**src/rtl/spi_pkg.sv**
```systemverilog
// Shared definitions for the SPI transaction controller.
// Holds the FSM state encoding, the bit positions inside the latched mode
// register, and the default frame/divider constants.
package spi_pkg;

    typedef enum logic [1:0] {
        IDLE  = 2'd0,
        LEAD  = 2'd1,
        XFER  = 2'd2,
        TRAIL = 2'd3
    } spi_state_e;

    // Latched mode register layout: {CPOL, CPHA}
    localparam int MODE_CPHA_BIT = 0;
    localparam int MODE_CPOL_BIT = 1;

    localparam int DEF_D_PACK  = 8;
    localparam int DEF_CLK_DIV = 4;

endpackage

```
**src/rtl/spi_master_ctrl_if.sv**
```systemverilog
// Host request/response and SPI pin bundle for spi_master_ctrl.
//   START/CPOL/CPHA/TX_DATA : host request, sampled when the controller is idle
//   BUSY/DONE/RX_DATA       : host status and received word
//   SCLK/CS_N/MOSI          : pins driven by the controller
//   MISO                    : pin driven by the attached slave device
// master : host and slave-device side (drives requests and MISO)
// slave  : the controller itself
interface spi_master_ctrl_if #(
    parameter int D_PACK = 8
) ();
    logic              START;
    logic              CPOL;
    logic              CPHA;
    logic [D_PACK-1:0] TX_DATA;
    logic              MISO;
    logic              SCLK;
    logic              CS_N;
    logic              MOSI;
    logic              BUSY;
    logic              DONE;
    logic [D_PACK-1:0] RX_DATA;

    modport master (
        output START, CPOL, CPHA, TX_DATA, MISO,
        input  SCLK, CS_N, MOSI, BUSY, DONE, RX_DATA
    );

    modport slave (
        input  START, CPOL, CPHA, TX_DATA, MISO,
        output SCLK, CS_N, MOSI, BUSY, DONE, RX_DATA
    );
endinterface

```
**src/rtl/spi_shift_reg.sv**
```systemverilog
// Full-duplex SPI shifter.
//   load/load_data : parallel load of the word to send
//   shift          : shift left one place, MSB leaves on mosi, the last
//                    sampled MISO bit enters at the LSB
//   sample         : capture miso into the one-bit sample stage
//   mosi           : current MSB (registered)
//   rx_word        : received word assuming the final sample has been taken
// Sampling and shifting always happen on different SCLK edges, so the
// sample stage holds each bit until the next shift pushes it in. The last
// sampled bit is never shifted; rx_word appends it directly.
module spi_shift_reg #(
    parameter int D_PACK = 8
) (
    input  logic              CLK,
    input  logic              RST,
    input  logic              load,
    input  logic              shift,
    input  logic              sample,
    input  logic              miso,
    input  logic [D_PACK-1:0] load_data,
    output logic              mosi,
    output logic [D_PACK-1:0] rx_word
);
    logic [D_PACK-1:0] sr_q, sr_d;
    logic              smp_q, smp_d;

    always_comb begin
        sr_d  = sr_q;
        smp_d = smp_q;
        if (load) begin
            sr_d = load_data;
        end else if (shift) begin
            sr_d = {sr_q[D_PACK-2:0], smp_q};
        end
        if (sample) begin
            smp_d = miso;
        end
    end

    always_ff @(posedge CLK or posedge RST) begin
        if (RST) begin
            sr_q  <= '0;
            smp_q <= 1'b0;
        end else begin
            sr_q  <= sr_d;
            smp_q <= smp_d;
        end
    end

    assign mosi    = sr_q[D_PACK-1];
    assign rx_word = {sr_q[D_PACK-2:0], smp_q};

endmodule

```
**src/rtl/spi_master_ctrl.sv**
```systemverilog
// SPI transaction controller: one D_PACK-bit full-duplex transfer per
// accepted START, all four CPOL/CPHA modes, MSB first.
//   CLK, RST : system clock, asynchronous active-high reset
//   bus      : host request/status and SPI pins (see spi_master_ctrl_if)
// Frame timing, H = CLK_DIV: CS_N low H cycles (LEAD), then 2*D_PACK SCLK
// half-periods of H cycles each with a toggle at the start of each one
// (XFER), then H idle cycles (TRAIL). CS_N rises together with DONE.
module spi_master_ctrl
    import spi_pkg::*;
#(
    parameter int D_PACK  = DEF_D_PACK,
    parameter int CLK_DIV = DEF_CLK_DIV
) (
    input  logic             CLK,
    input  logic             RST,
    spi_master_ctrl_if.slave bus
);
    localparam int DIV_W  = (CLK_DIV > 1) ? $clog2(CLK_DIV) : 1;
    localparam int EDGE_W = $clog2(2 * D_PACK);
    localparam logic [DIV_W-1:0]  DIV_LAST  = DIV_W'(CLK_DIV - 1);
    localparam logic [EDGE_W-1:0] EDGE_LAST = EDGE_W'(2 * D_PACK - 1);

    spi_state_e        state_q, state_d;
    logic [DIV_W-1:0]  div_q, div_d;
    logic [EDGE_W-1:0] edge_q, edge_d;
    logic [1:0]        mode_q, mode_d;
    logic              sclk_q, sclk_d;
    logic              cs_n_q, cs_n_d;
    logic              busy_q, busy_d;
    logic              done_q, done_d;
    logic [D_PACK-1:0] rx_q, rx_d;

    logic              tick;
    logic              toggle;
    logic [EDGE_W-1:0] nxt_edge;
    logic              lead_edge;
    logic              first_edge;
    logic              last_edge;
    logic              cpha;
    logic              sr_load;
    logic              sr_shift;
    logic              sr_sample;
    logic [D_PACK-1:0] rx_word;

    assign cpha = mode_q[MODE_CPHA_BIT];
    assign tick = (div_q == DIV_LAST);

    // Toggle index about to be produced: the LEAD->XFER tick makes toggle 0,
    // every later non-final XFER tick makes edge_q+1. The tick ending the
    // last half-period only hands over to TRAIL.
    assign nxt_edge   = (state_q == LEAD) ? '0 : edge_q + EDGE_W'(1);
    assign toggle     = tick && ((state_q == LEAD) ||
                                 ((state_q == XFER) && (edge_q != EDGE_LAST)));
    assign lead_edge  = ~nxt_edge[0];
    assign first_edge = (nxt_edge == '0);
    assign last_edge  = (nxt_edge == EDGE_LAST);

    // CPHA=0: sample on leading, shift on trailing (not the last one).
    // CPHA=1: shift on leading (not the first one), sample on trailing.
    assign sr_load   = (state_q == IDLE) && bus.START;
    assign sr_sample = toggle && (cpha ? ~lead_edge : lead_edge);
    assign sr_shift  = toggle && (cpha ? (lead_edge & ~first_edge)
                                       : (~lead_edge & ~last_edge));

    always_comb begin
        state_d = state_q;
        div_d   = div_q;
        edge_d  = edge_q;
        mode_d  = mode_q;
        sclk_d  = sclk_q;
        cs_n_d  = cs_n_q;
        busy_d  = busy_q;
        done_d  = 1'b0;
        rx_d    = rx_q;
        case (state_q)
            IDLE: begin
                div_d  = '0;
                edge_d = '0;
                if (bus.START) begin
                    mode_d[MODE_CPOL_BIT] = bus.CPOL;
                    mode_d[MODE_CPHA_BIT] = bus.CPHA;
                    sclk_d  = bus.CPOL;
                    cs_n_d  = 1'b0;
                    busy_d  = 1'b1;
                    state_d = LEAD;
                end
            end
            LEAD, XFER: begin
                div_d = tick ? '0 : div_q + DIV_W'(1);
                if (toggle) begin
                    sclk_d = ~sclk_q;
                    edge_d = nxt_edge;
                end
                if (tick) begin
                    if (state_q == LEAD) begin
                        state_d = XFER;
                    end else if (edge_q == EDGE_LAST) begin
                        state_d = TRAIL;
                    end
                end
            end
            TRAIL: begin
                div_d = tick ? '0 : div_q + DIV_W'(1);
                if (tick) begin
                    state_d = IDLE;
                    cs_n_d  = 1'b1;
                    busy_d  = 1'b0;
                    done_d  = 1'b1;
                    rx_d    = rx_word;
                end
            end
            default: state_d = IDLE;
        endcase
    end

    always_ff @(posedge CLK or posedge RST) begin
        if (RST) begin
            state_q <= IDLE;
            div_q   <= '0;
            edge_q  <= '0;
            mode_q  <= '0;
            sclk_q  <= 1'b0;
            cs_n_q  <= 1'b1;
            busy_q  <= 1'b0;
            done_q  <= 1'b0;
            rx_q    <= '0;
        end else begin
            state_q <= state_d;
            div_q   <= div_d;
            edge_q  <= edge_d;
            mode_q  <= mode_d;
            sclk_q  <= sclk_d;
            cs_n_q  <= cs_n_d;
            busy_q  <= busy_d;
            done_q  <= done_d;
            rx_q    <= rx_d;
        end
    end

    spi_shift_reg #(.D_PACK(D_PACK)) u_shift (
        .CLK       (CLK),
        .RST       (RST),
        .load      (sr_load),
        .shift     (sr_shift),
        .sample    (sr_sample),
        .miso      (bus.MISO),
        .load_data (bus.TX_DATA),
        .mosi      (bus.MOSI),
        .rx_word   (rx_word)
    );

    assign bus.SCLK    = sclk_q;
    assign bus.CS_N    = cs_n_q;
    assign bus.BUSY    = busy_q;
    assign bus.DONE    = done_q;
    assign bus.RX_DATA = rx_q;

endmodule

```
**src/flat_wrapper.sv**
```systemverilog
// flat-port wrapper written by rule: the top's interface ports become plain ports
module spi_master_ctrl_flat import spi_pkg::*;
#(
    parameter int D_PACK  = DEF_D_PACK,
    parameter int CLK_DIV = DEF_CLK_DIV
)
  (CLK, RST, bus_START, bus_CPOL, bus_CPHA, bus_TX_DATA, bus_MISO, bus_SCLK, bus_CS_N, bus_MOSI, bus_BUSY, bus_DONE, bus_RX_DATA);
  spi_master_ctrl_if #(.D_PACK(D_PACK)) bus_i ();
  input  logic CLK;
  input  logic RST;
  input wire logic [$bits(bus_i.START)-1:0] bus_START;
  input wire logic [$bits(bus_i.CPOL)-1:0] bus_CPOL;
  input wire logic [$bits(bus_i.CPHA)-1:0] bus_CPHA;
  input wire logic [$bits(bus_i.TX_DATA)-1:0] bus_TX_DATA;
  input wire logic [$bits(bus_i.MISO)-1:0] bus_MISO;
  output wire logic [$bits(bus_i.SCLK)-1:0] bus_SCLK;
  output wire logic [$bits(bus_i.CS_N)-1:0] bus_CS_N;
  output wire logic [$bits(bus_i.MOSI)-1:0] bus_MOSI;
  output wire logic [$bits(bus_i.BUSY)-1:0] bus_BUSY;
  output wire logic [$bits(bus_i.DONE)-1:0] bus_DONE;
  output wire logic [$bits(bus_i.RX_DATA)-1:0] bus_RX_DATA;
  assign bus_i.START = bus_START;
  assign bus_i.CPOL = bus_CPOL;
  assign bus_i.CPHA = bus_CPHA;
  assign bus_i.TX_DATA = bus_TX_DATA;
  assign bus_i.MISO = bus_MISO;
  assign bus_SCLK = bus_i.SCLK;
  assign bus_CS_N = bus_i.CS_N;
  assign bus_MOSI = bus_i.MOSI;
  assign bus_BUSY = bus_i.BUSY;
  assign bus_DONE = bus_i.DONE;
  assign bus_RX_DATA = bus_i.RX_DATA;
  spi_master_ctrl #(.D_PACK(D_PACK), .CLK_DIV(CLK_DIV)) u_core (.CLK(CLK), .RST(RST), .bus(bus_i));
endmodule
```
**config.mk**
```make
export PLATFORM = sky130hd
export DESIGN_NAME = spi_master_ctrl_flat
export DESIGN_NICKNAME = d
export VERILOG_FILES = /design/src/rtl/spi_pkg.sv /design/src/rtl/spi_master_ctrl_if.sv /design/src/rtl/spi_shift_reg.sv /design/src/rtl/spi_master_ctrl.sv /design/src/flat_wrapper.sv
export SDC_FILE = /design/constraint.sdc
export NUM_CORES = 1
export LEC_CHECK = 0
export ABC_AREA = 1
export ABC_CLOCK_PERIOD_IN_PS = 1500
export BUFFER_PORTS_ARGS = -buffer_cell sky130_fd_sc_hd__buf_2
export CAP_MARGIN = 5
export CORE_ASPECT_RATIO = 1.5
export CORE_MARGIN = 8
export CORE_UTILIZATION = 49
export CTS_CLUSTER_SIZE = 28
export DETAILED_ROUTE_END_ITERATION = 10
export PLACE_DENSITY = 0.78
export SYNTH_ARGS = -nofsm -noshare
export SYNTH_HDL_FRONTEND = slang
export SYNTH_SLANG_ARGS = --single-unit
```
**constraint.sdc**
```tcl
create_clock -name CLK -period 1.5 [get_ports CLK]
set_clock_uncertainty 0.1 [all_clocks]
set_input_delay 0.075 -clock CLK [delete_from_list [all_inputs] [get_ports CLK]]
set_output_delay 0.075 -clock CLK [all_outputs]
set_load 0.05 [all_outputs]
```
# Yosys cells after proc, flatten, opt, wreduce, memory -nomap -nowiden
# Cells that the tools add are included.
[totals]
inputBits = 14
regBits = 30
word_cells = 76
mem_bits_rw = 0
romBits = 0
out_inout_bits = 13
memories = 0
latch_bits = 0
[classes]
n_bitwise = 6
div = 0
mux = 26
n_eq_ne = 12
mul = 0
shifts = 0
n_lt_le_gt_ge = 0
n_addsub = 2
reduce_logical = 19
[op_table]
columns = ["op", "n"]
rows = [
  ["$mux W8", 2],
  ["$mux W2", 6],
  ["$mux W1", 10],
  ["$eq A4 B4 Y1 const B", 2],
  ["$mux W4", 2],
  ["$pmux W4 S2", 1],
  ["$eq A2 B2 Y1 const B", 3],
  ["$ne A2 B1 Y1 const B", 3],
  ["$pmux W1 S2", 3],
  ["$pmux W2 S3", 1],
  ["$reduce_and A2 Y1", 3],
  ["$reduce_and A3 Y1", 2],
  ["$reduce_bool A2 Y1", 3],
  ["$logic_and A1 B1 Y1", 5],
  ["$add A4 B1 Y4 const B", 1],
  ["$logic_not A4 Y1", 1],
  ["$ne A4 B4 Y1 const B", 1],
  ["$not A1 Y1", 4],
  ["$pmux W2 S2", 1],
  ["$reduce_and A4 Y1", 1],
  ["$ne A3 B1 Y1 const B", 1],
  ["$reduce_or A3 Y1", 1],
  ["$add A2 B1 Y2 const B", 1],
  ["$and A1 B1 Y1", 2],
  ["other kinds (5)", 5],
]

# Depth between registers and ports, before layout
# Gate-level depths: netlist of the first run.
[depth]
word_depth = 9
depth_mapped = 13

# Cells and area by module
# Synthesis of the first run repeated with hierarchy kept, for this count alone.
[hier_totals]
cells_unflattened = 183
hier_area_um2 = 1537.7
[modules_own_cells]
columns = ["mod", "instances", "area_per_inst_um2", "cells_per_inst"]
rows = [
  ["spi_master_ctrl", 1, 1106.1, 133],
  ["spi_shift_reg", 1, 431.7, 50],
]

# Worst setup path before layout of the first run
# OpenSTA, ideal clock, no wires.
[synth_timing]
path_type = "reg-to-reg"
start = "reg u_core.edge_q[0]"
end = "reg u_core.sclk_q, in the netlist u_core.bus.SCLK"
n_path_buf = 0
stages_incl_launch_ff = 10
t_arrival_ps = 1399
slack_ps = -118
required_time_ps = 1281
cell_sequence = "dfrtp_1 -> ha_1 -> nand3_1 -> nand2_2 -> a21boi_4 -> nand2_2 -> o21ai_2 -> nand2_1 -> nand2_1 -> nand2_1"
[synth_via]
elab_chain_len = 6
[synth_rtl]
columns = ["item", "line", "source"]
rows = [
  ["from (decl)", "spi_master_ctrl.sv:25", "logic [EDGE_W-1:0] edge_q, edge_d;"],
  ["from (signal assigned)", "spi_master_ctrl.sv:130", "edge_q <= edge_d;"],
  ["$ne A4 B4 Y1", "spi_master_ctrl.sv:53", "((state_q == XFER) && (edge_q != EDGE_LAST)));"],
  ["$logic_and A1 B1 Y1", "spi_master_ctrl.sv:53", ""],
  ["$logic_or A1 B1 Y1", "spi_master_ctrl.sv:52", "assign toggle = tick && ((state_q == LEAD) ||"],
  ["$logic_and A1 B1 Y1", "spi_master_ctrl.sv:52", ""],
  ["$ne A2 B1 Y1 (no line)", "-", ""],
  ["$reduce_and A3 Y1 (no line)", "-", ""],
  ["to (signal assigned)", "spi_master_ctrl.sv:132", "sclk_q <= sclk_d;"],
  ["to (decl)", "spi_master_ctrl.sv:27", "logic sclk_q, sclk_d;"],
]
# No other way between the ends.
# A chain may end at the register's enable or synchronous reset.

# Worst setup path after layout of the first run
[layout_timing]
start = "reg u_core.edge_q[0]"
end = "reg u_core.u_shift.sr_q[2]"
[layout_via]
elab_chain_len = 8
[layout_rtl]
columns = ["item", "line", "source"]
rows = [
  ["$add A4 B1 Y4", "spi_master_ctrl.sv:51", "assign nxt_edge = (state_q == LEAD) ? '0 : edge_q + EDGE_W'(1);"],
  ["$mux W4", "spi_master_ctrl.sv:51", ""],
  ["$eq A4 B4 Y1 or $logic_not A4 Y1 (tied branches)", "spi_master_ctrl.sv:56, spi_master_ctrl.sv:55", ""],
  ["$not A1 Y1 (on tied branches)", "spi_master_ctrl.sv:63, spi_master_ctrl.sv:62", ""],
  ["$and A1 B1 Y1 (on tied branches)", "spi_master_ctrl.sv:63, spi_master_ctrl.sv:62", ""],
  ["$mux W1", "spi_master_ctrl.sv:62", "assign sr_shift = toggle && (cpha ? (lead_edge & ~first_edge)"],
  ["$logic_and A1 B1 Y1 *", "spi_master_ctrl.sv:62", ""],
  ["$reduce_bool A2 Y1 (no line) *", "-", ""],
  ["to (signal assigned)", "spi_shift_reg.sv:45", "sr_q <= sr_d;"],
  ["to (decl)", "spi_shift_reg.sv:24", "logic [D_PACK-1:0] sr_q, sr_d;"],
]
# Mark *: on every way between the ends. The rest lies on a longest branch, timed or not.

==> results of run 1 <==
where the power goes:
part           internal, mW  switching (mW)  leakage [nW]
Combinational         0.991            1.73         0.698
Sequential             1.14           0.175         0.385
Clock                 0.329           0.292        0.0395
registers in the layout, indices dropped and copies added, names as in the netlist:
register              cells
u_core.bus.RX_DATA        8
u_core.u_shift.sr_q       8
u_core.edge_q             4
u_core.div_q              2
u_core.state_q            2
u_core.bus.BUSY           1
u_core.bus.CS_N           1
u_core.bus.DONE           1
u_core.bus.SCLK           1
u_core.mode_q             1
u_core.u_shift.smp_q      1
routing by layer:
metal	vias to the layer above	global-route usage, %
met5	-	0
met4	0	10.4
met3	17	4.74
met2	51	28.4
met1	673	18.2
li1	725	-
area by class of cell:
class	instances	area share, %
Clock buffer	8	3.69
Inverter	26	4.62
Multi-Input combinational cell	133	36.1
Sequential cell	30	34.7
Tap cell	40	2.31
Timing Repair Buffer	57	18.6
repair_timing:
| action | 4_1_cts | 5_1_grt |
|---|---|---|
| setup endpoints to repair | 16 | 20 |
| gates resized for setup | 11 | 9 |
| hold buffers | 8 | 0 |
| hold endpoints to repair | 36 | 0 |
| pin swaps | 11 | 1 |
| setup buffers | 0 | 1 |
Yosys cell counts, drive strengths merged:
master / instances / share of area (%)
buf: 2 / 0.65
clkbuf: 1 / 0.24
nand4: 1 / 0.41
nor3: 1 / 0.33
nor2: 25 / 6.1
o21bai: 1 / 0.49
dfstp: 1 / 1.7
ha: 6 / 4.9
a21boi: 1 / 1.2
inv: 26 / 6.4
nand2: 57 / 16
o21a: 1 / 0.49
a21oi: 2 / 0.65
a31oi: 1 / 0.41
a22oi: 1 / 0.49
nand3: 16 / 5.2
o21ai: 18 / 6.1
dfrtp: 29 / 47
o22ai: 2 / 0.82
how the worst max path moves through the flow:
stage | from | to | slack (ns)
finish | u_core.edge_q[0] | u_core.u_shift.sr_q[2] | -0.13
global route | u_core.edge_q[0] | u_core.u_shift.sr_q[7] | -0.26
CTS | u_core.state_q[1] | u_core.u_shift.sr_q[2] | -0.08
detailed placement | u_core.state_q[0] | u_core.state_q[0] | -0.1
global placement | u_core.state_q[0] | u_core.state_q[0] | -0.07
floorplan | u_core.edge_q[0] | u_core.bus.SCLK | -0.05
cell families after synthesis:
| logic type | after synthesis | share of synthesized area (%) |
|---|---|---|
| buffers and inverters | 29 | 7.26 |
| adders and majority gates | 6 | 4.89 |
| and+or+nand+nor | 100 | 28.1 |
| AOI/OAI and AO/OA | 27 | 10.7 |
| DFF | 30 | 49.0 |
worst reg2reg max path, cell delays in order, from the launching register on:
cell	delay, ns
dfrtp_1	0.41
ha_4	0.18
nor2_2	0.04
nor2_1	0.09
nand2_1	0.08
nor2_1	0.10
nand2_1	0.09
nand2_2	0.08
nand2_4	0.08
buf_4	0.14
nand3_1	0.06
nand3_1	0.06
per-stage QoR:
stage / utilization, % / setup WS, ns / hold slack [ns] / instance area (um^2)
6_report: 70.7 / -0.134 / 0.0169 / 2170
5_1_grt: 70.7 / -0.264 / 0.0451 / 2170
4_1_cts: 69.4 / -0.0791 / 0.000424 / 2130
3_5_place_dp: 63.1 / -0.0989 / 0.0693 / 1930
3_3_place_gp: 63.1 / -0.0681 / 0.0651 / 1930
2_1_floorplan: - / -0.0545 / 0.0651 / 1590
==> reports/qor.txt, run 1 <==
grt total ovfl: 0
M1 WL: 1520 um
Pre-antenna DRT Iters: 4
GRT Util Overall: 17.2%
Hold Crit Class: input port to flip-flop
core outline area: 3070 um^2
storage element area: 752 um^2
Max Freq: 0.612 GHz
sink of the worst hold path: u_core.u_shift.sr_q[3]
vias in the first global route: 1556
hold depth: 5
Crit path max-delay family: simple AND/OR/NAND/NOR gates
RD Place Congestion: 0.891
final worst path period share: 109%
Die Wd: 61.7 um
Worst EP required: 1.57 ns
sequential share of the synthesized area: 49.0%
non-filler cells, final: 294
Mapped Area: 1530 um^2
slew margin rel.: 74.4%
CTS tree: built
Bufs on Longest Clock Path: 2
element type at the critical path end: flip-flop
layout cells sized above 1: 34.3%
routed wire length: 3930 um
Bufs and invs on worst path: 1
Syn Area/Cell: 7.99 um^2
Ports: 27
Final min period: 1.63 ns
Synth-to-Final Area Change: 41.4%
Worst R2R Setup Slack: -0.13 ns
Pwr Total: 4.65 mW
multi-input logic area: 783 um^2
WP depth: 11
synth warn: 0
Worst Reg2Reg Path Length in Cells: 11
TNS Setup: -1.33 ns
largest net degree at the start of global routing: 31
Antenna Nets Post-Route: 0
RR Endpoint: u_core.u_shift.sr_q[2]
Max Used Layer: met4
CTS H-tree lvls: 2
Final Slew Violations: 0
met2 WL: 2080 um
WL/cell: 13.4 um
Cells after DPL: 277
PwrDens: 2150 nW/um^2
RSZ-0062 raised after global routing: yes
Die ar.: 5210 um^2
TritonCTS Buffers: 5
worst path arrival time: 1.70 ns
Hold Crit Start: bus_TX_DATA[3]
status: finished, violations left
Root Driver: clkbuf_8
syn_nets: 212
Critical Path Slowest Stage Cell: dfrtp_1
global-route wire length before repair: 6760 um
RR Startpoint: u_core.edge_q[0]
Sink Count: 30
Synth cell types: 23
violated checks: negative setup slack
vias per inst: 4.99
peak supply drop: 1230 uV
die height: 84.5 um
Max Cap Viol: 0
Row Count: 25
Final HPWL DP: 2810 um
Leakage: 1.12 nW
Nets: 273
clk_lat worst skew: 0.28 ns
Worst Max-Slew Pin Slew: 0.384 ns
drc violations: 0
crit-path cells: ha_4 -> nor2_2 -> nor2_1 -> nand2_1 -> nor2_1 -> nand2_1 -> nand2_2 -> nand2_4 -> buf_4 -> nand3_1 -> nand3_1
crit path max fanout: 3
clk slew on worst S/H paths: 0.06 ns
Final WS setup: -0.134 ns
Final Hold Viols: 0
antenna cells: 0
Syn Inst Count: 192
fill count: 265
metal3 WL: 194 um
Starting Density: 50.0%
Iter 0 DRT Violations: 67
Finish-stage setup viols: 14
Buffers on Ports: 26
crit path kind: flip-flop to flip-flop
CP peak stage delay: 0.41 ns
commonest non-fill, non-tap cells in the layout: nand2_1, dfrtp_1, buf_2, inv_1
initial antenna violation count: 0
Vias: 1466
crit path launch type: flip-flop
Seq cells post-synth: 30
commonest non-fill, non-tap cell in the layout: nand2_1
Power figures use the tool's default switching activity.
==> run 2, diff against run 1 <==
ABC_AREA = default   (was 1)
CAP_MARGIN = 10   (was 5)
CORE_UTILIZATION = 50   (was 49)
PLACE_DENSITY = 0.79   (was 0.78)
TNS_END_PERCENT = 100   (was default)
==> run 2 against run 1 <==
The run still ends with negative setup slack left. Sequential power is 37% lower. Routed wire length is 54% higher. Non-clock buffer count is 27 higher. Hold slack better by 0.050 ns. Critical path type unchanged.
==> reports/qor.txt, run 2 <==
CTS H-tree lvls: 2 (unchanged)
Final Slew Violations: 0 (unchanged)
Pre-antenna DRT Iters: 4 (unchanged)
CTS tree: built
largest net degree at the start of global routing: 31 (unchanged)
synth warn: 0 (unchanged)
Finish-stage setup viols: 25 (+11)
Final HPWL DP: 3050 um (+8.4%)
top_reg_cell synth: dfrtp_1
Antenna Nets Post-Route: 0 (unchanged)
die height: 85.5 um (+1.2%)
Synth cell types: 43 (+87%)
Post-synth ARST share: 100% (unchanged)
Sink Count: 30 (unchanged)
Buffers on Ports: 26 (unchanged)
WL/cell: 21.8 um (+64%)
Starting Density: 51.5% (+1.4 points)
final worst path period share: 132% (+24 points)
routed wire length: 6030 um (+54%)
sequential share of the synthesized area: 46.7% (-2.3 points)
GRT Util Overall: 21.4% (+4.2 points)
Vias: 1600 (+9.1%)
crit path max fanout: 8 (+5)
Max Freq: 0.503 GHz (-18%)
sink of the worst hold path: u_core.bus.BUSY
Max Cap Viol: 0 (unchanged)
TritonCTS Buffers: 5 (unchanged)
syn_nets: 172 (-19%)
Worst EP required: 1.56 ns (about the same)
Die Wd: 62.3 um (+1.1%)
top cell type's share of synthesized area: 45.1% (-2.2 points)
Hold Crit Class: input port to flip-flop
grt total ovfl: 0 (unchanged)
commonest non-fill, non-tap cell in the layout: buf_4
RD Place Congestion: 0.815 (-8.6%)
Area contributors post-synth: dfrtp_1, mux2_2, ha_1
RSZ-0062 raised after global routing: yes
worst path arrival time: 2.05 ns (+0.35 ns)
hold depth: 3 (-2)
Nets: 255 (-6.6%)
Pwr Total: 1.76 mW (-62%)
Iter 0 DRT Violations: 87 (+30%)
Mapped Area: 1610 um^2 (+5.0%)
Root Driver: clkbuf_8
Final Hold Viols: 0 (unchanged)
element type at the critical path end: flip-flop
Row Count: 25 (unchanged)
RR Endpoint: u_core.u_shift.sr_q[5]
Ports: 27 (unchanged)
vias in the first global route: 1728 (+11%)
fill count: 148 (-44%)
Worst R2R Setup Slack: -0.49 ns (-0.35 ns)
commonest non-fill, non-tap cells in the layout: buf_4, dfrtp_1, buf_2
layout cells sized above 1: 57.2% (+23 points)
peak supply drop: 949 uV (-23%)
status: finished, violations left
initial antenna violation count: 0 (unchanged)
cell taking the most area after synthesis: dfrtp_1
clk slew on worst S/H paths: 0.06 ns (about the same)
Syn Inst Count: 152 (-21%)
Die ar.: 5330 um^2 (+2.2%)
crit path kind: flip-flop to flip-flop
PwrDens: 652 nW/um^2 (-70%)
Hold Crit Start: bus_START
Post-synth EDFFs: 0 (unchanged)
RR Startpoint: u_core.state_q[1]
Leakage: 1.23 nW (+9.8%)
slew margin rel.: 77.9% (+3.5 points)
minimum hold slack: 0.0670 ns (+0.0501 ns)
drc violations: 0 (unchanged)
crit path launch type: flip-flop
clk_lat worst skew: 0.29 ns (about the same)
global-route wire length before repair: 8790 um (+30%)
Bufs on Longest Clock Path: 2 (unchanged)
core outline area: 3130 um^2 (+2.0%)
Final WS setup: -0.487 ns (-0.353 ns)
Synth-to-Final Area Change: 67.5%
pre-CTS setup slack: -0.442 ns (-0.343 ns)
synth cell count leaders: dfrtp_1, nor2_1, mux2_2, nand3_1
antenna cells: 0 (unchanged)
top-count cell post-synth: dfrtp_1
Worst Max-Slew Pin Slew: 0.330 ns (-0.0533 ns)
Final min period: 1.99 ns (+0.353 ns)
violated checks: negative setup slack
Seq cells post-synth: 30 (unchanged)
Syn Area/Cell: 10.6 um^2 (+33%)
vias per inst: 5.80 (+16%)
Worst Reg2Reg Path Length in Cells: 8 (-3)
## run 2: final cells by class
| class | count | area, um^2 | area share [%] |
|---|---|---|---|
| inverter | 5 | 21.3 | 0.788 |
| multi-input combinational | 109 | 1080 | 40.0 |
| timing repair buffer | 84 | 678 | 25.1 |
| sequential | 30 | 753 | 27.9 |
| clock buffer | 7 | 86.3 | 3.20 |
| tap | 40 | 50.0 | 1.86 |
| clock inverter | 1 | 30.0 | 1.11 |
## run 2: worst max path at each step
stage	startpoint	endpoint	slack, ns	depth (start not counted)
5_1_grt	u_core.state_q[1]	u_core.u_shift.sr_q[5]	-0.59	8
4_1_cts	u_core.edge_q[0]	u_core.u_shift.sr_q[6]	-0.32	6
3_5_place_dp	u_core.state_q[1]	u_core.u_shift.sr_q[6]	-0.44	8
3_3_place_gp	u_core.state_q[1]	u_core.u_shift.sr_q[5]	-0.34	7
6_report	u_core.state_q[1]	u_core.u_shift.sr_q[5]	-0.49	8
2_1_floorplan	u_core.edge_q[0]	u_core.edge_q[0]	-0.29	8
## run 2: cell families (layout without fill, tap and decap cells)
logic type,after synthesis,after routing,share of synthesized area (%)
AO/OA/AOI/OAI,38,38,16.3
XOR/XNOR,3,3,1.63
adder cells (fa/ha/maj),6,6,4.66
buffers and inverters,13,97,4.82
flip-flops,30,30,46.7
multiplexers,15,15,10.5
AND/OR/NAND/NOR,47,47,15.4
## run 2: power breakdown
part,internal (mW),switching [mW]
Sequential,0.819,0.00883
Combinational,0.0445,0.0370
Clock,0.541,0.308
Total,1.40,0.354
## run 2: what timing repair did
item,in CTS,in global routing
hold buffers,11,0
setup buffers,10,3
resized for setup,56,24
endpoints found under the hold margin,40,0
endpoints found under the setup margin,26,28
gates cloned,1,0
pin swaps,18,10
## run 2: critical path: stages (launching register included)
cell and delay, ns:
dfrtp_1 0.41, inv_2 0.08, ha_4 0.18, a31oi_1 0.28, and3_4 0.27, buf_4 0.12
o21ai_4 0.08, o21ai_1 0.19, a31oi_1 0.14
## run 2: metrics by stage
step	TNS (ns)	utilization, %	area (um^2)	cells
final	-5.55	86.2	2700	276
after global routing	-6.84	86.2	2700	276
after CTS	-4.34	83.8	2620	277
after detailed placement	-5.70	65.7	2050	248
after global placement	-4.15	65.7	2050	248
after floorplan	-3.41	-	1630	152
## run 2: metal layers
layer | up-vias | GRT usage (%) | routed length [um]
met5 | - | 0 | 0
met4 | 0 | 13.1 | 337
met3 | 30 | 5.74 | 364
met2 | 77 | 40.5 | 3430
met1 | 783 | 19.8 | 1900
li1 | 710 | - | -
